### src/rtl/freq_meter.sv
// rtl/freq_meter.sv - gated edge counter and edge-to-edge period meter for a slow asynchronous input
// Counts rising edges of sig_in_i per gate window and clk cycles between edges, and flags a stopped input.
module freq_meter #(
  parameter int unsigned GATE_CYCLES    = 100000000,
  parameter int unsigned TIMEOUT_CYCLES = 200000000,
  parameter int unsigned CNT_W          = 32
) (
  input  logic             clk,
  input  logic             rst_n,
  input  logic             sig_in_i,
  input  logic             enable_i,
  output logic [CNT_W-1:0] freq_cnt_o,
  output logic             freq_valid_o,
  output logic [CNT_W-1:0] period_cnt_o,
  output logic             period_valid_o,
  output logic             stalled_o,
  output logic             busy_o
);

  localparam int unsigned      GW        = (GATE_CYCLES > 1) ? $clog2(GATE_CYCLES) : 1;
  localparam logic [GW-1:0]    GATE_LAST = GW'(GATE_CYCLES - 1);
  localparam logic [CNT_W-1:0] CNT_MAX   = '1;
  localparam logic [63:0]      TO_LAST   = 64'(TIMEOUT_CYCLES) - 64'd1;

  typedef enum logic {IDLE, GATE} state_t;

  state_t           state_q, state_d;
  logic             s1_q, s2_q, s3_q;
  logic             rise;
  logic [GW-1:0]    gate_ctr_q, gate_ctr_d;
  logic [CNT_W-1:0] edge_ctr_q, edge_ctr_d, edge_sum;
  logic [CNT_W-1:0] freq_cnt_q, freq_cnt_d;
  logic             freq_valid_q, freq_valid_d;
  logic [CNT_W-1:0] period_acc_q, period_acc_d, acc_inc;
  logic [CNT_W-1:0] period_cnt_q, period_cnt_d;
  logic             period_valid_q, period_valid_d;
  logic             seen_q, seen_d;
  logic             stalled_q, stalled_d;

  // s1/s2 resolve metastability; s3 holds the previous synchronised level
  assign rise = s2_q & ~s3_q;

  always_ff @(posedge clk) begin
    if (!rst_n) begin
      s1_q           <= 1'b0;
      s2_q           <= 1'b0;
      s3_q           <= 1'b0;
      state_q        <= IDLE;
      gate_ctr_q     <= '0;
      edge_ctr_q     <= '0;
      freq_cnt_q     <= '0;
      freq_valid_q   <= 1'b0;
      period_acc_q   <= '0;
      period_cnt_q   <= '0;
      period_valid_q <= 1'b0;
      seen_q         <= 1'b0;
      stalled_q      <= 1'b0;
    end else begin
      s1_q           <= sig_in_i;
      s2_q           <= s1_q;
      s3_q           <= s2_q;
      state_q        <= state_d;
      gate_ctr_q     <= gate_ctr_d;
      edge_ctr_q     <= edge_ctr_d;
      freq_cnt_q     <= freq_cnt_d;
      freq_valid_q   <= freq_valid_d;
      period_acc_q   <= period_acc_d;
      period_cnt_q   <= period_cnt_d;
      period_valid_q <= period_valid_d;
      seen_q         <= seen_d;
      stalled_q      <= stalled_d;
    end
  end

  // Gate window FSM; a rise on the closing cycle still belongs to the closing window
  always_comb begin
    state_d      = state_q;
    gate_ctr_d   = gate_ctr_q;
    edge_ctr_d   = edge_ctr_q;
    freq_cnt_d   = freq_cnt_q;
    freq_valid_d = 1'b0;
    edge_sum     = (rise && (edge_ctr_q != CNT_MAX)) ? edge_ctr_q + 1'b1 : edge_ctr_q;
    case (state_q)
      IDLE: begin
        if (enable_i) begin
          state_d    = GATE;
          gate_ctr_d = '0;
          edge_ctr_d = '0;
        end
      end
      GATE: begin
        if (gate_ctr_q == GATE_LAST) begin
          freq_cnt_d   = edge_sum;
          freq_valid_d = 1'b1;
          gate_ctr_d   = '0;
          edge_ctr_d   = '0;
          if (!enable_i) begin
            state_d = IDLE;
          end
        end else if (!enable_i) begin
          state_d = IDLE;
        end else begin
          gate_ctr_d = gate_ctr_q + 1'b1;
          edge_ctr_d = edge_sum;
        end
      end
      default: state_d = IDLE;
    endcase
  end

  // Period accumulator; the edge that ends a stall only re-arms the measurement
  always_comb begin
    period_acc_d   = period_acc_q;
    period_cnt_d   = period_cnt_q;
    period_valid_d = 1'b0;
    seen_d         = seen_q;
    stalled_d      = stalled_q;
    acc_inc        = (period_acc_q == CNT_MAX) ? period_acc_q : period_acc_q + 1'b1;
    if (!enable_i) begin
      period_acc_d = '0;
      seen_d       = 1'b0;
      stalled_d    = 1'b0;
    end else if (rise) begin
      period_acc_d = '0;
      seen_d       = 1'b1;
      stalled_d    = 1'b0;
      if (seen_q && !stalled_q) begin
        period_cnt_d   = acc_inc;
        period_valid_d = 1'b1;
      end
    end else begin
      period_acc_d = acc_inc;
      if (64'(period_acc_q) == TO_LAST) begin
        stalled_d = 1'b1;
      end
    end
  end

  assign freq_cnt_o     = freq_cnt_q;
  assign freq_valid_o   = freq_valid_q;
  assign period_cnt_o   = period_cnt_q;
  assign period_valid_o = period_valid_q;
  assign stalled_o      = stalled_q;
  assign busy_o         = (state_q == GATE);

endmodule

### config.mk
export PLATFORM = sky130hd
export DESIGN_NAME = freq_meter
export DESIGN_NICKNAME = d
export VERILOG_FILES = /design/src/rtl/freq_meter.sv
export SDC_FILE = /design/constraint.sdc
export NUM_CORES = 1
export LEC_CHECK = 0
export CAP_MARGIN = 20
export CORE_ASPECT_RATIO = 0.7
export CORE_UTILIZATION = 43
export CTS_BUF_LIST = sky130_fd_sc_hd__clkbuf_2
export CTS_CLUSTER_DIAMETER = 30
export DETAILED_ROUTE_END_ITERATION = 10
export PLACE_DENSITY = 0.73
export SYNTH_ARGS = -nofsm -noshare
export SYNTH_HDL_FRONTEND = slang
export SYNTH_SLANG_ARGS = --single-unit
### constraint.sdc
create_clock -name clk -period 4.6 [get_ports clk]
set_input_delay 0.92 -clock clk [delete_from_list [all_inputs] [get_ports clk]]
set_output_delay 0.92 -clock clk [all_outputs]
set_load 0.03 [all_outputs]
---- Yosys cells after proc, flatten, opt, wreduce, memory -nomap -nowiden ----
Index checks and enable logic that the tools add are counted.
word-level totals
  bits in registers ....................... 163
  bits of input ports ..................... 4
  output and inout bits ................... 68
  word-level logic and storage cells ...... 50
cells by class
  add/subtract/negate cells ............... 3
  equality and inequality tests ........... 6
  multiplexer cells ....................... 13
  bitwise operators ....................... 5
  reduce and logical (&&, ||, !) cells .... 10
operator list
  kind                   count
  $mux 32                5
  $mux 27                3
  $add 32x1->32 const B  2
  $pmux 32 s2            1
  $pmux 27 s2            1
  $eq 32x28->1 const B   1
  $eq 32x32->1 const B   1
  $ne 32x32->1 const B   1
  $add 27x1->27 const B  1
  $eq 27x27->1 const B   1
  $reduce_and 2->1       4
  $reduce_and 3->1       2
  $not 1->1              4
  $mux 1                 3
  $ne 3x2->1 const B     1
  $reduce_or 3->1        1
  $logic_and 1x1->1      2
  $ne 2x2->1 const B     1
  $and 1x1->1            1
  $logic_not 1->1        1

---- Longest topological paths before layout ----
  word-level depth ........................ 7
  gate-level depth with buffers ........... 10
  mapped depth without buffers ............ 7

---- Least setup slack after synthesis ----
No wires, ideal clock.
  path kind ............................... input to register
  from .................................... in enable_i
  to ...................................... reg edge_ctr_q[15]
  library setup time ...................... 0.074 ns
  arrival time ............................ 2.289 ns
  required time ........................... 4.526 ns
  path slack .............................. 2.237 ns
  cell stages on the path ................. 7
  path buffers ............................ 3
  cell sequence ........................... clkbuf_1 > inv_1 > nor3_1 > buf_2 > buf_2 > a21oi_1 > a31oi_1
between the ends
  longest elaborated chain between the ends .. 2
  elaborated cells between the ends (all ways) .. 3
  classes of those cells .................. eq/ne (2); reduce/logical (1)
ends and longest elaborated chain
  what                                                       line  text
  from (decl)                                                11    input logic enable_i,
  $ne 3x2->1 (no line) / $ne 2x2->1 (equally long branches)  n/a
  $reduce_and 2->1 (no line) (*)                             n/a
  to (signal assigned)                                       64    edge_ctr_q <= edge_ctr_d;
  to (decl)                                                  31    logic [CNT_W-1:0] edge_ctr_q, edge_ctr_d, edge_sum;
Every way passes the cells marked *; elsewhere a longest branch is shown, timed or not.
A chain may end at the register's enable or synchronous reset.

---- Worst setup path after layout ----
  from .................................... reg edge_ctr_q[18]
  to ...................................... reg freq_cnt_q[6], in the netlist freq_cnt_o[6]
between the ends
  longest elaborated chain between the ends .. 3
ends and longest elaborated chain
  what                  line  text
  $ne 32x32->1          82    edge_sum = (rise && (edge_ctr_q != CNT_MAX)) ? edge_ctr_q + 1'b1 : edge_ctr_q;
  $logic_and 1x1->1     82
  $mux 32               82
  to (signal assigned)  65    freq_cnt_q <= freq_cnt_d;
  to (decl)             32    logic [CNT_W-1:0] freq_cnt_q, freq_cnt_d;
No other way between the ends.

==> flow_summary_export.csv <==
group,metric,value,unit
routing,drtIter0Drc,535,
job,cap_violations,0,
floorplan,core_area,16640,µm²
timing,rsz0062_at_grt,"no",
critical_path,crit_path_end_kind,"flop",
logic_synthesis,yosysUniqueCellTypes,59,
grt,track_usage,20.44,%
placement,dp_hpwl,12.20,mm
critical_path,rrSetupSlack,1600,ps
grt,grt_pass1_vias,5840,
critical_path,cp_num_buf_inv,0,
clocking,h-tree-depth,4,
grt,antenna_found_initial,0,
logic_synthesis,ys_seq_area_share,43.66,%
logic_synthesis,syn_area_per_cell,8.542,µm²
timing,hold_violations,0,
power,swShare,25.93,%
power,power_frac_comb,2.9,%
critical_path,critical_path.max_fanout,21,
floorplan,io_pins,72,
power,report.power.total,0.002380,W
clocking,clock-sinks,163,
critical_path,crit_required,5280,ps
clocking,post_cts_resized,0,
critical_path,startpoint,"edge_ctr_q[18]",
power,power.leakage,2.764,nW
clocking,clkSlewWorstSetupHoldPaths,250,ps
worst_hold_path,hold_path_class,"flop to flop",
cells_and_area,nets,934,
logic_synthesis,synth_fa_ha_area_share,0.5022,%
clocking,cts_tree,"built",
timing,setup-violations-final,0,
outcome,status,"complete, no violations",
timing,fin_crit,3001,ps
cells_and_area,synthToLayoutAreaGrowth,16.07,%
logic_synthesis,ys_seq_elements,163,
routing,wirelength,18.02,mm
floorplan,die_h,112.3,µm
power,switching_power,0.0006171,W
clocking,numCtsBuffers,17,
critical_path,reg2reg_from,"edge_ctr_q[18]",
critical_path,cp.arrival,3680,ps
logic_synthesis,synth_top_flop_cell,"dfxtp_1",
routing,drtPass1Iterations,5,
logic_synthesis,synth_async_sr_flop_share,0,%
clocking,cts_buffer_depth,2,
routing,drc,0,
grt,grt-ovfl-total,0,
logic_synthesis,synthesis.area,7475,µm²
logic_synthesis,synth_edf_count,0,
timing,timing.fmax,333.2,MHz
clocking,cts_hold_buffers,0,
cells_and_area,drive_gt1_share,7.766,%
clocking,cts_setup_buffers,0,
timing,min_period_over_period,65.25,%
clocking,clk_latency,760,ps
critical_path,start_kind,"flop",
grt,grt_pass1_wl,29.47,mm
placement,finalWeightedCongestion,0.8900,
logic_synthesis,synth_xor_area_share,9.257,%
timing,setup_tns,0,ps
logic_synthesis,synth_compound_area_share,17.09,%
logic_synthesis,synthMuxAreaShare,0.5357,%
floorplan,placementRows,39,
power,pwr-share-clk,37.3,%
power,powerDensity,274.3,nW/µm²
critical_path,reg2regPathDepth,6,
routing,viasPerCell,5.524,
grt,grt_start_max_net_pins,65,
power,p_int,0.001763,W
routing,wl_per_cell,15.47,µm
clocking,cts_root_buf,"clkbuf_2",
critical_path,crit_path_cell_trace,"and4_1 -> and2_1 -> nand4_1 -> and2_0 -> xnor2_1 -> a211oi_1",
timing,max_slew_margin,34.93,%
worst_hold_path,holdPathStages,2,
worst_hold_path,hp-start,"period_cnt_o[0]",
floorplan,die_w,159.6,µm
logic_synthesis,yosysWarnings,0,
timing,drv_slew,0,
cells_and_area,n_antenna_cell,0,
logic_synthesis,syn-num-nets,882,
routing,vias,6436,
critical_path,crit_path_top_delay_cell,"nand4_1",
routing,antenna_left,0,
critical_path,critical_path.max_stage_delay,790,ps
power,share_seq_of_total_power,59.9,%
placement,port_buffers,71,
critical_path,crit_cells,6,
critical_path,crit_type,"flop to flop",
logic_synthesis,synth_simple_gate_area_share,25.11,%
timing,worstMarginPinSlew,976.0,ps
logic_synthesis,synth_top_family_by_area,"simple AND/OR/NAND/NOR gates",
power,max-vdd-ir-drop,0.1544,mV
logic_synthesis,syn_inst,875,
critical_path,cp_top_family,"simple AND/OR/NAND/NOR gates",
floorplan,dieArea,17920,µm²
timing,clock_skew,37.99,ps
floorplan,start_util,44.92,%
## layout by cell type, fill, tap and decap left out, types with 23 or more instances in the layout
master,synthesis,final
xor2_1,30,30
xnor2_1,49,49
nand3_1,38,38
dfxtp_1,163,163
nor2_1,92,91
a21oi_1,69,69
o21ai_0,77,76
nand2_1,55,55
a31oi_1,23,23
clkdlybuf4s50_1,0,70
nand4_1,27,27
## path summary, 6_finish.rpt
kind                     endpoint
hold / removal    period_cnt_o[0]
setup / recovery    freq_cnt_o[6]
setup reg to reg    freq_cnt_o[6]
hold reg to reg   period_cnt_o[0]
## kinds of logic (layout without fill, tap and decap cells)
family | Yosys count | in the layout
AOI/OAI and AO/OA | 217 | 217
xor gates and xnor gates | 79 | 79
adders and majority gates | 3 | 3
buffers and inverters | 70 | 135
DFF | 163 | 163
muxes | 4 | 4
and+or+nand+nor | 339 | 339
## power by group through the flow
| stage | registers, W | clock network [W] | logic, W |
|---|---|---|---|
| after global placement | 0.00145 | 0 | 0.0000638 |
| after CTS | 0.00142 | 0.000905 | 0.0000645 |
| after floorplan | 0.00145 | 0 | 0.0000426 |
| after global routing | 0.00143 | 0.000975 | 0.0000748 |
| after detailed placement | 0.00145 | 0 | 0.0000642 |
| final | 0.00142 | 0.000887 | 0.0000682 |
## worst min-delay path, delay by kind of cell, from the launching register on
| kind | cells | cell delay, ps |
|---|---|---|
| compound gates | 1 | 60 |
| flops | 1 | 370 |
| simple gates | 1 | 50 |
## synthesized netlist by cell type (2+ instances only)
library cell / n / area [µm²]
a2111oi_0: 2 / 17.52
a211oi_1: 12 / 90.09
a211oi_2: 3 / 37.54
a21oi_1: 69 / 345.3
a311oi_1: 3 / 26.28
a31oi_1: 23 / 143.9
a41oi_1: 4 / 35.03
and2_1: 8 / 50.05
and3_1: 20 / 125.1
and4_1: 9 / 78.83
buf_2: 11 / 55.05
clkbuf_1: 37 / 138.9
dfxtp_1: 163 / 3263
ha_1: 3 / 37.54
inv_1: 20 / 75.07
mux2i_1: 4 / 40.04
nand2_1: 55 / 206.5
nand2b_1: 10 / 62.56
nand3_1: 38 / 190.2
nand4_1: 27 / 168.9
nand4b_1: 3 / 26.28
nor2_1: 92 / 345.3
nor2b_1: 3 / 18.77
nor3_1: 19 / 95.09
nor3b_1: 3 / 22.52
nor4_1: 12 / 75.07
nor4_2: 8 / 100.1
nor4b_1: 4 / 35.03
nor4b_4: 2 / 47.55
o211ai_1: 7 / 52.55
o21a_1: 2 / 15.01
o21ai_0: 77 / 385.4
o22ai_1: 4 / 25.02
o31ai_1: 5 / 37.54
or2_2: 3 / 18.77
or3_1: 8 / 50.05
or4_1: 3 / 22.52
xnor2_1: 49 / 429.2
xor2_1: 30 / 262.8
## sequential cells by signal, summed over array words and instances (netlist names)
register,count
busy_o,1
period_acc_q,32
seen_q,1
gate_ctr_q,27
period_valid_o,1
stalled_o,1
freq_cnt_o,32
s2_q,1
edge_ctr_q,32
freq_valid_o,1
s1_q,1
period_cnt_o,32
s3_q,1
## layout make-up
class	instances	area, µm²
clock inverter	15	200.2
multi-input combinational	642	3943
inverter	20	75.07
timing repair buffer	83	828.3
tap	225	281.5
clock buffer	17	85.08
sequential	163	3263
fill	1531	7964
## metal layers
layer  up-vias  routed length [µm]  track usage, %
met3        13                 972           4.287
met1      3009                9596           31.30
met4         0                 158           5.256
li1       3250                   -               -
met2       164                7295           28.62
met5         -                   0               0
## metrics by stage
stage | cell area [µm²] | util, % | instances | setup slack [ps] | hold slack [ps]
after detailed placement | 8343 | 50.14 | 1131 | 1479 | 456.2
after global placement | 8343 | 50.14 | 1131 | 1548 | 450.6
final | 8676 | 52.14 | 1165 | 1599 | 488.0
after CTS | 8628 | 51.85 | 1163 | 1609 | 487.4
after floorplan | 7475 | - | 875 | 2237 | 411.9
after global routing | 8676 | 52.14 | 1165 | 1471 | 519.9
(Power assumes the default switching activity.)
==> edit 1 (config.mk and constraints unchanged) <==
The parameter `GATE_CYCLES` goes from 100000000 to 200000000.
--- a/src/rtl/freq_meter.sv
+++ b/src/rtl/freq_meter.sv
@@ -1,7 +1,7 @@
 // rtl/freq_meter.sv - gated edge counter and edge-to-edge period meter for a slow asynchronous input
 // Counts rising edges of sig_in_i per gate window and clk cycles between edges, and flags a stopped input.
 module freq_meter #(
-  parameter int unsigned GATE_CYCLES    = 100000000,
+  parameter int unsigned GATE_CYCLES    = 200000000,
   parameter int unsigned TIMEOUT_CYCLES = 200000000,
   parameter int unsigned CNT_W          = 32
 ) (
Check against the original RTL: same outputs for any inputs over 10 cycles, from zero or initial values and one cycle with rst_n low; that may be too few to reach the edited logic, so the function may still have changed.
==> edit 1 against the original RTL <==
- the run now ends with design-rule violations left
- wire length rose by 2.6%
- critical path depth did not move
- power fell by 0.41%
- synthesized area did not move
- design area fell by 0.33%
- sequential cell count rose by 1
- worst setup slack got worse by 0.16 ns
- via count rose by 2.1%
- largest power group unchanged
- highest routed layer unchanged
==> edit 1: results <==
set metrics [dict create \
    first_pass_iters 9 \
    ir_drop_mv 0.172 \
    r2r_slack_ns 1.44 \
    cp_max_fo 20 \
    synth_cell_types 64 \
    synthXorXnorAreaFrac_pct 9.14 \
    met3_usage_pct 4.92 \
    dpl_cell_area_mm2 0.00832 \
    synth.area.top_cells "dfxtp_1, a21oi_1, xnor2_1" \
    met1_usage_pct 32.3 \
    met2_usage_pct 28.4 \
    dpl_worst_slack_ns 1.28 \
    p_leak_nw 2.87 \
    startpoint "edge_ctr_q[6]" \
    arrival_ns 3.83 \
    initialDrtViolationCount 680 \
    drive_above_1_share_pct 7.26 \
    synth-compound-area-share_pct 18.2 \
    syn_nets 879 \
    drcViolationCount 1 \
    outcome "finished with violations" \
    wl_met1_um 9580 \
    min_to "s2_q" \
    violations "design-rule violations" \
    finalNonFillerCells 1162 \
    wl_met2_um 7380 \
    grt_pass1_vias 5932 \
    routabilityCongestion 0.856 \
    slowest_delay_ns 0.85 \
    grt_max_degree 64 \
    crit_path_end "freq_cnt_o[4]" \
    grt_pass1_wl_um 30400 \
    hold_start "s1_q" \
    clk_pin_slew_ns 0.28 \
    hpwl_um 12600 \
    grt_usage_pct 20.8 \
    syn_area_per_cell_um2 8.57 \
    wl_per_cell_um 15.9 \
    wl_met3_um 1410 \
]
==> edit 1: changes by cell type in the layout (fill, tap and decap cells not counted), moves of 7 or more <==
cell	before	now
nor4_2	8	0
nor4_1	12	4
o21ai_0	76	67
inv_1	20	11
a21oi_1	69	88
o21ai_1	1	14
xnor2_1	49	42
nor3_2	1	8
==> edit 1: where the power goes <==
group	switching, W	total (W)	internal, W
clock network	0.000620	0.000868	0.000248
registers	0.00000421	0.00144	0.00143
logic	0.0000488	0.0000669	0.0000181
total	0.000673	0.00237	0.00170
==> edit 1: final cells by class <==
class	instances	area, um2	share of cell area, %
Clock inverter	15	208	2.40
Tap cell	225	282	3.26
Clock buffer	17	85.1	0.984
Multi-Input combinational cell	652	3970	45.9
Sequential cell	164	3280	38.0
Timing Repair Buffer	78	776	8.97
Inverter	11	41.3	0.477
==> edit 2 (config.mk and constraints unchanged) <==
Without the edit above. Reset style: asynchronous (`rst_n`), changed in one clocked block.
--- a/src/rtl/freq_meter.sv
+++ b/src/rtl/freq_meter.sv
@@ -40,7 +40,7 @@
   // s1/s2 resolve metastability; s3 holds the previous synchronised level
   assign rise = s2_q & ~s3_q;
 
-  always_ff @(posedge clk) begin
+  always_ff @(posedge clk or negedge rst_n) begin
     if (!rst_n) begin
       s1_q           <= 1'b0;
       s2_q           <= 1'b0;
Function: differs if rst_n is asserted again (counterexample within 4 cycles, from zero or initial values and one cycle with rst_n low); with rst_n held inactive, the same outputs for 10 cycles.
==> edit 2 against the original RTL <==
- synthesized area grew 5.7%
- die area grew 5.6%
- core utilization shrank 1.2 points
- clock skew shrank 0.0082 ns
- wire length grew 1.8%
- worst hold slack lost 0.42 ns
- design area grew 5.7%
- critical endpoint is now gate_ctr_q[10]
- worst setup slack lost 0.16 ns
- sequential cell count is the same
- critical path depth grew 2
- maximum frequency shrank 5.1%
Power is not compared: it rests on default switching activity, and its combinational part moved more than twofold at a synthesized area within 25%.
==> edit 2: results <==
set metrics [dict create \
    outcome "complete, no violations" \
    first_pass_iters 6 \
    met1_usage_pct 33.2 \
    startpoint "gate_ctr_q[0]" \
    finClkSkew_ns 0.0298 \
    placed_cells 1115 \
    grt_pass1_vias 5723 \
    synthXorXnorAreaFrac_pct 8.31 \
    grt_pass1_wl_um 30000 \
    vias 6417 \
    initialDrtViolationCount 693 \
    syn_area_per_cell_um2 9.38 \
    die-area_mm2 0.0189 \
    clk_latency_ns 0.74 \
    met3_usage_pct 4.04 \
    async_flop_share_pct 100 \
    cp_max_fo 33 \
    dpl_cell_area_mm2 0.00883 \
    wl_met3_um 1240 \
    ys_seq_area_share_pct 51.6 \
    synth-compound-area-share_pct 12.9 \
    worst_slack_ns 1.44 \
    synth_fa_ha_area_share_pct 0.475 \
    wl_per_cell_um 16.0 \
    synth.area.top_cells "dfrtp_1, nor2_1, xor2_1" \
    final_nets 908 \
    drive_above_1_share_pct 6.56 \
    synth_cell_types 48 \
    synth_mux_area_share_pct 0.792 \
    crit_path_end "gate_ctr_q[10]" \
    reg2reg_depth 8 \
    met2_usage_pct 26.1 \
    syn_nets 849 \
]
-- edit 2: changes by cell type in the layout (fill, tap and decap cells not counted), sizes merged, moves of 11 or more --
cell,change
dfxtp,-163
nand2,+38
a21oi,-27
a211oi,-13
xnor2,-17
nor2,+15
xor2,+13
dfrtp,+163
o21ai,-11
inv,-12
-- edit 2: layout make-up --
| cell class | count | area [um2] |
|---|---|---|
| clock buffer | 17 | 85.1 |
| timing repair buffer | 84 | 830 |
| clock inverter | 15 | 205 |
| multi-input combinational | 626 | 3640 |
| inverter | 9 | 33.8 |
| tap | 236 | 295 |
| sequential | 163 | 4080 |
| fill | 1640 | 8840 |
-- edit 2: worst max-delay path, stage by stage (launching register included) --
cell	delay, ns
dfrtp_1	0.46
ha_1	0.21
and3_1	0.27
nand4_1	0.35
nor4_1	0.52
nand2_2	0.45
o21ai_1	0.48
buf_4	0.28
nor2_1	0.07
